## src/rtl/spi_ram_master_seq.sv

```systemverilog
// spi_ram_master_seq
//   Host-side sequencer for the SPI slave + single-port RAM wrapper. One
//   read or write command is accepted at a time over a valid/ready port.
//   Each command is serialized as an address frame followed by a data frame
//   on SS_n/MOSI. Read data frames then wait RD_LAT cycles and capture
//   ADDR_W bits from MISO (MSB first). The captured byte is returned with a
//   one-cycle rsp_valid strobe.
//
//   Frame shape: LEAD (1 cycle, SS_n low, MOSI 0), then SHIFT (ADDR_W+3
//   cycles: code[1], code[1], code[0], payload MSB first). Read-data frames
//   add RD_WAIT (RD_LAT cycles) and RD_CAP (ADDR_W cycles). Every frame is
//   followed by GAP_CYC cycles with SS_n high.
//   Frame codes: 00 wr-addr, 01 wr-data, 10 rd-addr, 11 rd-data.
//
// Optional feature (macro ADDR_CACHE_EN):
//   The sequencer remembers the last write address and the last read
//   address, each with a valid flag. A command whose address matches the
//   cached address of the same direction skips the address frame.
//
// Ports:
//   wclk       in   clock, posedge
//   wrst       in   synchronous active-high reset
//   cmd_valid  in   host command present
//   cmd_ready  out  command can be accepted (registered, IDLE only)
//   cmd_rw     in   1 = read, 0 = write
//   cmd_addr   in   RAM address
//   cmd_wdata  in   write data
//   rsp_valid  out  one-cycle read-data strobe
//   rsp_rdata  out  last read data, held until the next read completes
//   busy       out  transaction in progress
//   SS_n       out  slave select, active low
//   MOSI       out  serial data to slave
//   MISO       in   serial data from slave

module spi_ram_master_seq #(
  parameter int ADDR_W  = 8,
  parameter int RD_LAT  = 2,
  parameter int GAP_CYC = 1
) (
  input  logic              wclk,
  input  logic              wrst,
  input  logic              cmd_valid,
  output logic              cmd_ready,
  input  logic              cmd_rw,
  input  logic [ADDR_W-1:0] cmd_addr,
  input  logic [ADDR_W-1:0] cmd_wdata,
  output logic              rsp_valid,
  output logic [ADDR_W-1:0] rsp_rdata,
  output logic              busy,
  output logic              SS_n,
  output logic              MOSI,
  input  logic              MISO
);

  localparam int SHIFT_LEN = ADDR_W + 3;
  localparam int CNT_W     = $clog2(SHIFT_LEN + RD_LAT + GAP_CYC + 1);

  typedef enum logic [2:0] {
    S_IDLE, S_LEAD, S_SHIFT, S_RD_WAIT, S_RD_CAP, S_GAP, S_DONE
  } state_t;

  state_t               r_state;
  logic                 r_rw;
  logic [ADDR_W-1:0]    r_addr;
  logic [ADDR_W-1:0]    r_wdata;
  logic                 r_dataFrame;
  logic [CNT_W-1:0]     r_bitCnt;
  logic [SHIFT_LEN-1:0] r_txShift;
  logic [ADDR_W-1:0]    r_rxShift;
  logic                 r_cmdReady;
  logic                 r_rspValid;
  logic [ADDR_W-1:0]    r_rspRdata;
  logic                 r_busy;
  logic                 r_ssN;
  logic                 r_mosi;

  logic                 w_accept;
  logic                 w_skip;
  logic                 w_shiftLast;
  logic [SHIFT_LEN-1:0] w_acceptFrame;
  logic [SHIFT_LEN-1:0] w_dataFrame;

  // The code's MSB is sent twice, ahead of the code LSB and the payload.
  function automatic logic [SHIFT_LEN-1:0] buildFrame(input logic [1:0] code,
                                                      input logic [ADDR_W-1:0] payload);
    return {code[1], code, payload};
  endfunction

  assign w_accept    = cmd_valid && r_cmdReady;
  assign w_shiftLast = (r_state == S_SHIFT) && (r_bitCnt == CNT_W'(SHIFT_LEN - 1));

  // The data frame carries wdata on a write; a read clocks out an all-zero payload.
  assign w_dataFrame   = buildFrame({r_rw, 1'b1}, r_rw ? '0 : r_wdata);
  assign w_acceptFrame = w_skip ? buildFrame({cmd_rw, 1'b1}, cmd_rw ? '0 : cmd_wdata)
                                : buildFrame({cmd_rw, 1'b0}, cmd_addr);

`ifdef ADDR_CACHE_EN
  logic [ADDR_W-1:0] r_lastWrAddr;
  logic [ADDR_W-1:0] r_lastRdAddr;
  logic              r_lastWrValid;
  logic              r_lastRdValid;

  // The address frame can be skipped only when the slave already holds this
  // address for the same direction.
  assign w_skip = cmd_rw ? (r_lastRdValid && (cmd_addr == r_lastRdAddr))
                         : (r_lastWrValid && (cmd_addr == r_lastWrAddr));

  // The cache is refreshed when an address frame finishes shifting.
  // A frame aborted by reset never updates it.
  always_ff @(posedge wclk) begin
    if (wrst) begin
      r_lastWrAddr  <= '0;
      r_lastRdAddr  <= '0;
      r_lastWrValid <= 1'b0;
      r_lastRdValid <= 1'b0;
    end else if (w_shiftLast && !r_dataFrame) begin
      if (r_rw) begin
        r_lastRdAddr  <= r_addr;
        r_lastRdValid <= 1'b1;
      end else begin
        r_lastWrAddr  <= r_addr;
        r_lastWrValid <= 1'b1;
      end
    end
  end
`else
  assign w_skip = 1'b0;
`endif

  // Frame sequencer. Every pin-level output is a register, so a state's
  // outputs are set on the edge that enters that state. r_bitCnt restarts
  // at zero on every state change, so each frame starts from a clean count.
  always_ff @(posedge wclk) begin
    if (wrst) begin
      r_state     <= S_IDLE;
      r_rw        <= 1'b0;
      r_addr      <= '0;
      r_wdata     <= '0;
      r_dataFrame <= 1'b0;
      r_bitCnt    <= '0;
      r_txShift   <= '0;
      r_rxShift   <= '0;
      r_cmdReady  <= 1'b0;
      r_rspValid  <= 1'b0;
      r_rspRdata  <= '0;
      r_busy      <= 1'b0;
      r_ssN       <= 1'b1;
      r_mosi      <= 1'b0;
    end else begin
      case (r_state)
        S_IDLE: begin
          r_cmdReady <= 1'b1;
          if (w_accept) begin
            r_rw        <= cmd_rw;
            r_addr      <= cmd_addr;
            r_wdata     <= cmd_wdata;
            r_dataFrame <= w_skip;
            r_txShift   <= w_acceptFrame;
            r_cmdReady  <= 1'b0;
            r_busy      <= 1'b1;
            r_ssN       <= 1'b0;
            r_mosi      <= 1'b0;
            r_bitCnt    <= '0;
            r_state     <= S_LEAD;
          end
        end
        S_LEAD: begin
          r_mosi    <= r_txShift[SHIFT_LEN-1];
          r_txShift <= r_txShift << 1;
          r_bitCnt  <= '0;
          r_state   <= S_SHIFT;
        end
        S_SHIFT: begin
          if (w_shiftLast) begin
            r_mosi   <= 1'b0;
            r_bitCnt <= '0;
            if (r_rw && r_dataFrame) begin
              r_state <= S_RD_WAIT;
            end else begin
              r_ssN   <= 1'b1;
              r_state <= S_GAP;
            end
          end else begin
            r_mosi    <= r_txShift[SHIFT_LEN-1];
            r_txShift <= r_txShift << 1;
            r_bitCnt  <= r_bitCnt + 1'b1;
          end
        end
        S_RD_WAIT: begin
          if (r_bitCnt == CNT_W'(RD_LAT - 1)) begin
            r_bitCnt <= '0;
            r_state  <= S_RD_CAP;
          end else begin
            r_bitCnt <= r_bitCnt + 1'b1;
          end
        end
        S_RD_CAP: begin
          r_rxShift <= {r_rxShift[ADDR_W-2:0], MISO};
          if (r_bitCnt == CNT_W'(ADDR_W - 1)) begin
            r_bitCnt <= '0;
            r_ssN    <= 1'b1;
            r_state  <= S_GAP;
          end else begin
            r_bitCnt <= r_bitCnt + 1'b1;
          end
        end
        S_GAP: begin
          if (r_bitCnt == CNT_W'(GAP_CYC - 1)) begin
            r_bitCnt <= '0;
            if (!r_dataFrame) begin
              r_dataFrame <= 1'b1;
              r_txShift   <= w_dataFrame;
              r_ssN       <= 1'b0;
              r_state     <= S_LEAD;
            end else begin
              r_rspValid <= r_rw;
              if (r_rw) begin
                r_rspRdata <= r_rxShift;
              end
              r_state <= S_DONE;
            end
          end else begin
            r_bitCnt <= r_bitCnt + 1'b1;
          end
        end
        S_DONE: begin
          r_rspValid <= 1'b0;
          r_busy     <= 1'b0;
          r_cmdReady <= 1'b1;
          r_state    <= S_IDLE;
        end
        default: r_state <= S_IDLE;
      endcase
    end
  end

  assign cmd_ready = r_cmdReady;
  assign rsp_valid = r_rspValid;
  assign rsp_rdata = r_rspRdata;
  assign busy      = r_busy;
  assign SS_n      = r_ssN;
  assign MOSI      = r_mosi;

endmodule
```

## config.mk

```make
export PLATFORM = sky130hd
export DESIGN_NAME = spi_ram_master_seq
export DESIGN_NICKNAME = d
export VERILOG_FILES = /design/src/rtl/spi_ram_master_seq.sv
export SDC_FILE = /design/constraint.sdc
export NUM_CORES = 1
export LEC_CHECK = 0
export BUFFER_PORTS_ARGS = -buffer_cell sky130_fd_sc_hd__buf_2
export CAP_MARGIN = 20
export CORE_MARGIN = 8
export CORE_UTILIZATION = 51
export CTS_BUF_LIST = sky130_fd_sc_hd__clkbuf_8 sky130_fd_sc_hd__clkbuf_16
export DETAILED_ROUTE_END_ITERATION = 8
export GPL_TIMING_DRIVEN = 0
export PLACE_DENSITY = 0.72
export SLEW_MARGIN = 40
export SYNTH_ARGS = -nofsm -noshare
export SYNTH_HDL_FRONTEND = slang
export SYNTH_SLANG_ARGS = --single-unit
```

## constraint.sdc

```tcl
create_clock -name wclk -period 2.62 [get_ports wclk]
set_clock_uncertainty 0.05 [all_clocks]
set_input_delay 0.262 -clock wclk [delete_from_list [all_inputs] [get_ports wclk]]
set_output_delay 0.262 -clock wclk [all_outputs]
set_load 0.005 [all_outputs]
```

==> results.cfg <==
[timing]
worstMarginPinSlew_ns = 0.667
slew_headroom_pct = 55.5
hold_violations = 0
timing.final.ws_setup_ns = 0.624
setup_viol = 0
fmax_ghz = 0.501
finalCritPeriodShare_pct = 76.2
hold_ws_ns = 0.133
fin_tns_setup_ns = 0
rsz0062_at_grt = false
fin_crit_ns = 2.00
finalMaxSlewViolations = 0

[pwr]
power_density_nw_per_um2 = 1010
fin_total_pwr_mw = 2.84
p_leak_nw = 1.12
vdd_drop_max_uv = 665

[floorplan]
fp.dieW_um = 85.6
core.rowCount = 25
start_util_pct = 52.6
core_um2 = 4690
die_y_um = 85.6
dieArea_um2 = 7330
ios = 34

[cells_and_area]
final_area_um2 = 2810
diodes = 0
multi_input_area_um2 = 1290
seq_area_um2 = 981
nets = 314
area_growth_syn_to_layout_pct = 13.9
drive_above_1_share_pct = 26.6
fill_cells = 414

[clock_tree]
hold_buffers = 0
cts_buffers = 5
cts.sinks = 49
postCtsResizedCells = 0
clk-insertion-delay-late_ns = 0.31
cts_max_level = 2
cts-root-buf = clkbuf_8
clk_pin_slew_worst_paths_ns = 0.10
cts_buffer_depth = 2
cts_tree = yes
cts_setup_buffers = 0

[worst_setup_path]
crit_buf_inv = 1
required_ns = 2.78
cp-end-kind = flop
cpMaxStageDelayCell = or3b_4
max_stage_delay_ns = 0.40
cp_cell_sequence = inv_1 > ha_1 > or3b_4 > a22oi_4 > o211a_1 > a21boi_1 > a311o_1
cp_max_fo = 6
cp_data_arrival_time_ns = 2.15
reg2reg_slack_ns = 0.62
worstSetupPathType = flop to flop
crit_path_start_kind = flop
crit_family = compound AO/OA/AOI/OAI gates

[synthesis]
synth_edf_count = 0
seq_area_frac_synth_pct = 39.7
synth_cell_type_count = 61
synthArstFlopShare_pct = 0
netlist_area_um2 = 2470
synthesis.nets = 275
yosys_warnings = 0
ys.flop_type = dfxtp_1
avgSynthCellArea_um2 = 9.88
syn_inst = 250
ys_seq_elements = 49

[grt]
grt_pass1_wl_um = 9210
grt_pass1_vias = 1928
gr-total-overflow = 0
grt_max_degree = 18
gr-usage-all-layers_pct = 15.6
grt_antenna_before_repair = 0

[drt]
postRouteAntennaNets = 0
vias_per_cell = 5.81
dr.pass1.iters = 6
drtIter0Drc = 153
drt-total-wl_um = 5680
routedWlPerCell_um = 16.5
drc = 0
route.vias.total = 2000

[place]
dp_hpwl_um = 4090
placed_area_um2 = 2700
gp_congestion = 0.870
port_buffers = 32
place_ws_ns = 0.645

[min_path]
hold_path_class = input port to flop

[outcome]
status = finished clean

[flow_run]
max_cap_violations = 0
## cell usage after synthesis (all sizes together), types with 5 or more instances
master  instances  area (um^2)
nor2           47          184
nor3b           5         37.5
inv             6         22.5
clkbuf         10         97.6
a21oi          14         73.8
a222oi          6         60.1
dfxtp          49          981
mux2i          25          250
nand2           7         28.8
buf             8         80.1
a211oi         15          133
## area by class of cell
cell class,count,share of cell area [%]
multi-input combinational,177,45.8
timing repair buffer,32,5.69
buffer,18,6.31
clock inverter,3,1.69
inverter,6,0.800
clock buffer,5,2.45
sequential,49,34.9
tap,54,2.40
## placed cells by master, fill, tap and decap left out, types with 2 or more instances in the layout
master | synthesis | final
a211oi_1 | 11 | 11
a211oi_2 | 4 | 4
a21oi_1 | 13 | 13
a221oi_1 | 2 | 2
a222oi_1 | 6 | 6
a22oi_1 | 3 | 3
a31oi_1 | 3 | 3
buf_2 | 3 | 35
buf_6 | 2 | 2
clkbuf_1 | 4 | 4
clkbuf_8 | 6 | 11
dfxtp_1 | 49 | 49
ha_1 | 4 | 4
inv_1 | 5 | 5
inv_6 | 0 | 2
mux2i_1 | 25 | 25
nand2_1 | 6 | 6
nand3_1 | 4 | 4
nor2_1 | 46 | 46
nor3_1 | 3 | 3
nor3b_1 | 5 | 5
nor4_2 | 2 | 2
o21a_1 | 2 | 2
o21ai_0 | 4 | 4
## worst register-to-register path: stages (launching register included)
cell and delay (ns):
dfxtp_1 0.37, inv_1 0.10, ha_1 0.16, or3b_4 0.40, a22oi_4 0.25, o211a_1 0.20
a21boi_1 0.06, a311o_1 0.31
## metal layers
metal | vias to the layer above | global-route usage (%) | part of all wire, %
li1 | 993 | - | -
met1 | 954 | 19.8 | 47
met2 | 45 | 24.6 | 47
met3 | 8 | 4.20 | 4.7
met4 | 0 | 5.25 | 1.2
met5 | - | 0 | 0
## flip-flops by register name (all words and copies together) (netlist names), 3 cells and up
name / cells
r_bitCnt: 4
r_txShift: 11
r_state: 3
r_wdata: 8
rsp_rdata: 8
r_rxShift: 8
## stage by stage
stage	std cells	utilization, %
after floorplan	250	-
after global placement	336	57.5
after detailed placement	336	57.5
after CTS	344	60.0
after global routing	344	60.0
final	344	60.0
## power by group
group          internal, mW  total, mW  leakage [nW]  switching [mW]
Combinational         0.567       1.31         0.659           0.743
Clock                 0.291      0.563        0.0591           0.272
Sequential            0.876      0.968         0.399          0.0917
Total                  1.73       2.84          1.12            1.11
## kinds of logic (layout without fill, tap and decap cells)
logic type                 Yosys count  in the layout  share of synthesized area, %
buffers and inverters               24             64                          8.10
muxes                               25             25                          10.1
adders and majority gates            4              4                          2.03
and+or+nand+nor                     82             82                          17.8
AOI/OAI and AO/OA                   64             64                          21.5
DFF                                 49             49                          39.7
xor gates and xnor gates             2              2                         0.709
## worst paths after layout
check,start,endpoint,cells after the start
max reg2reg,r_bitCnt[0],SS_n,7
min,MISO,r_rxShift[0],3
min reg2reg,rsp_valid,rsp_valid,2
max,r_bitCnt[0],SS_n,7
No activity file was read; power rests on OpenSTA's default activity.
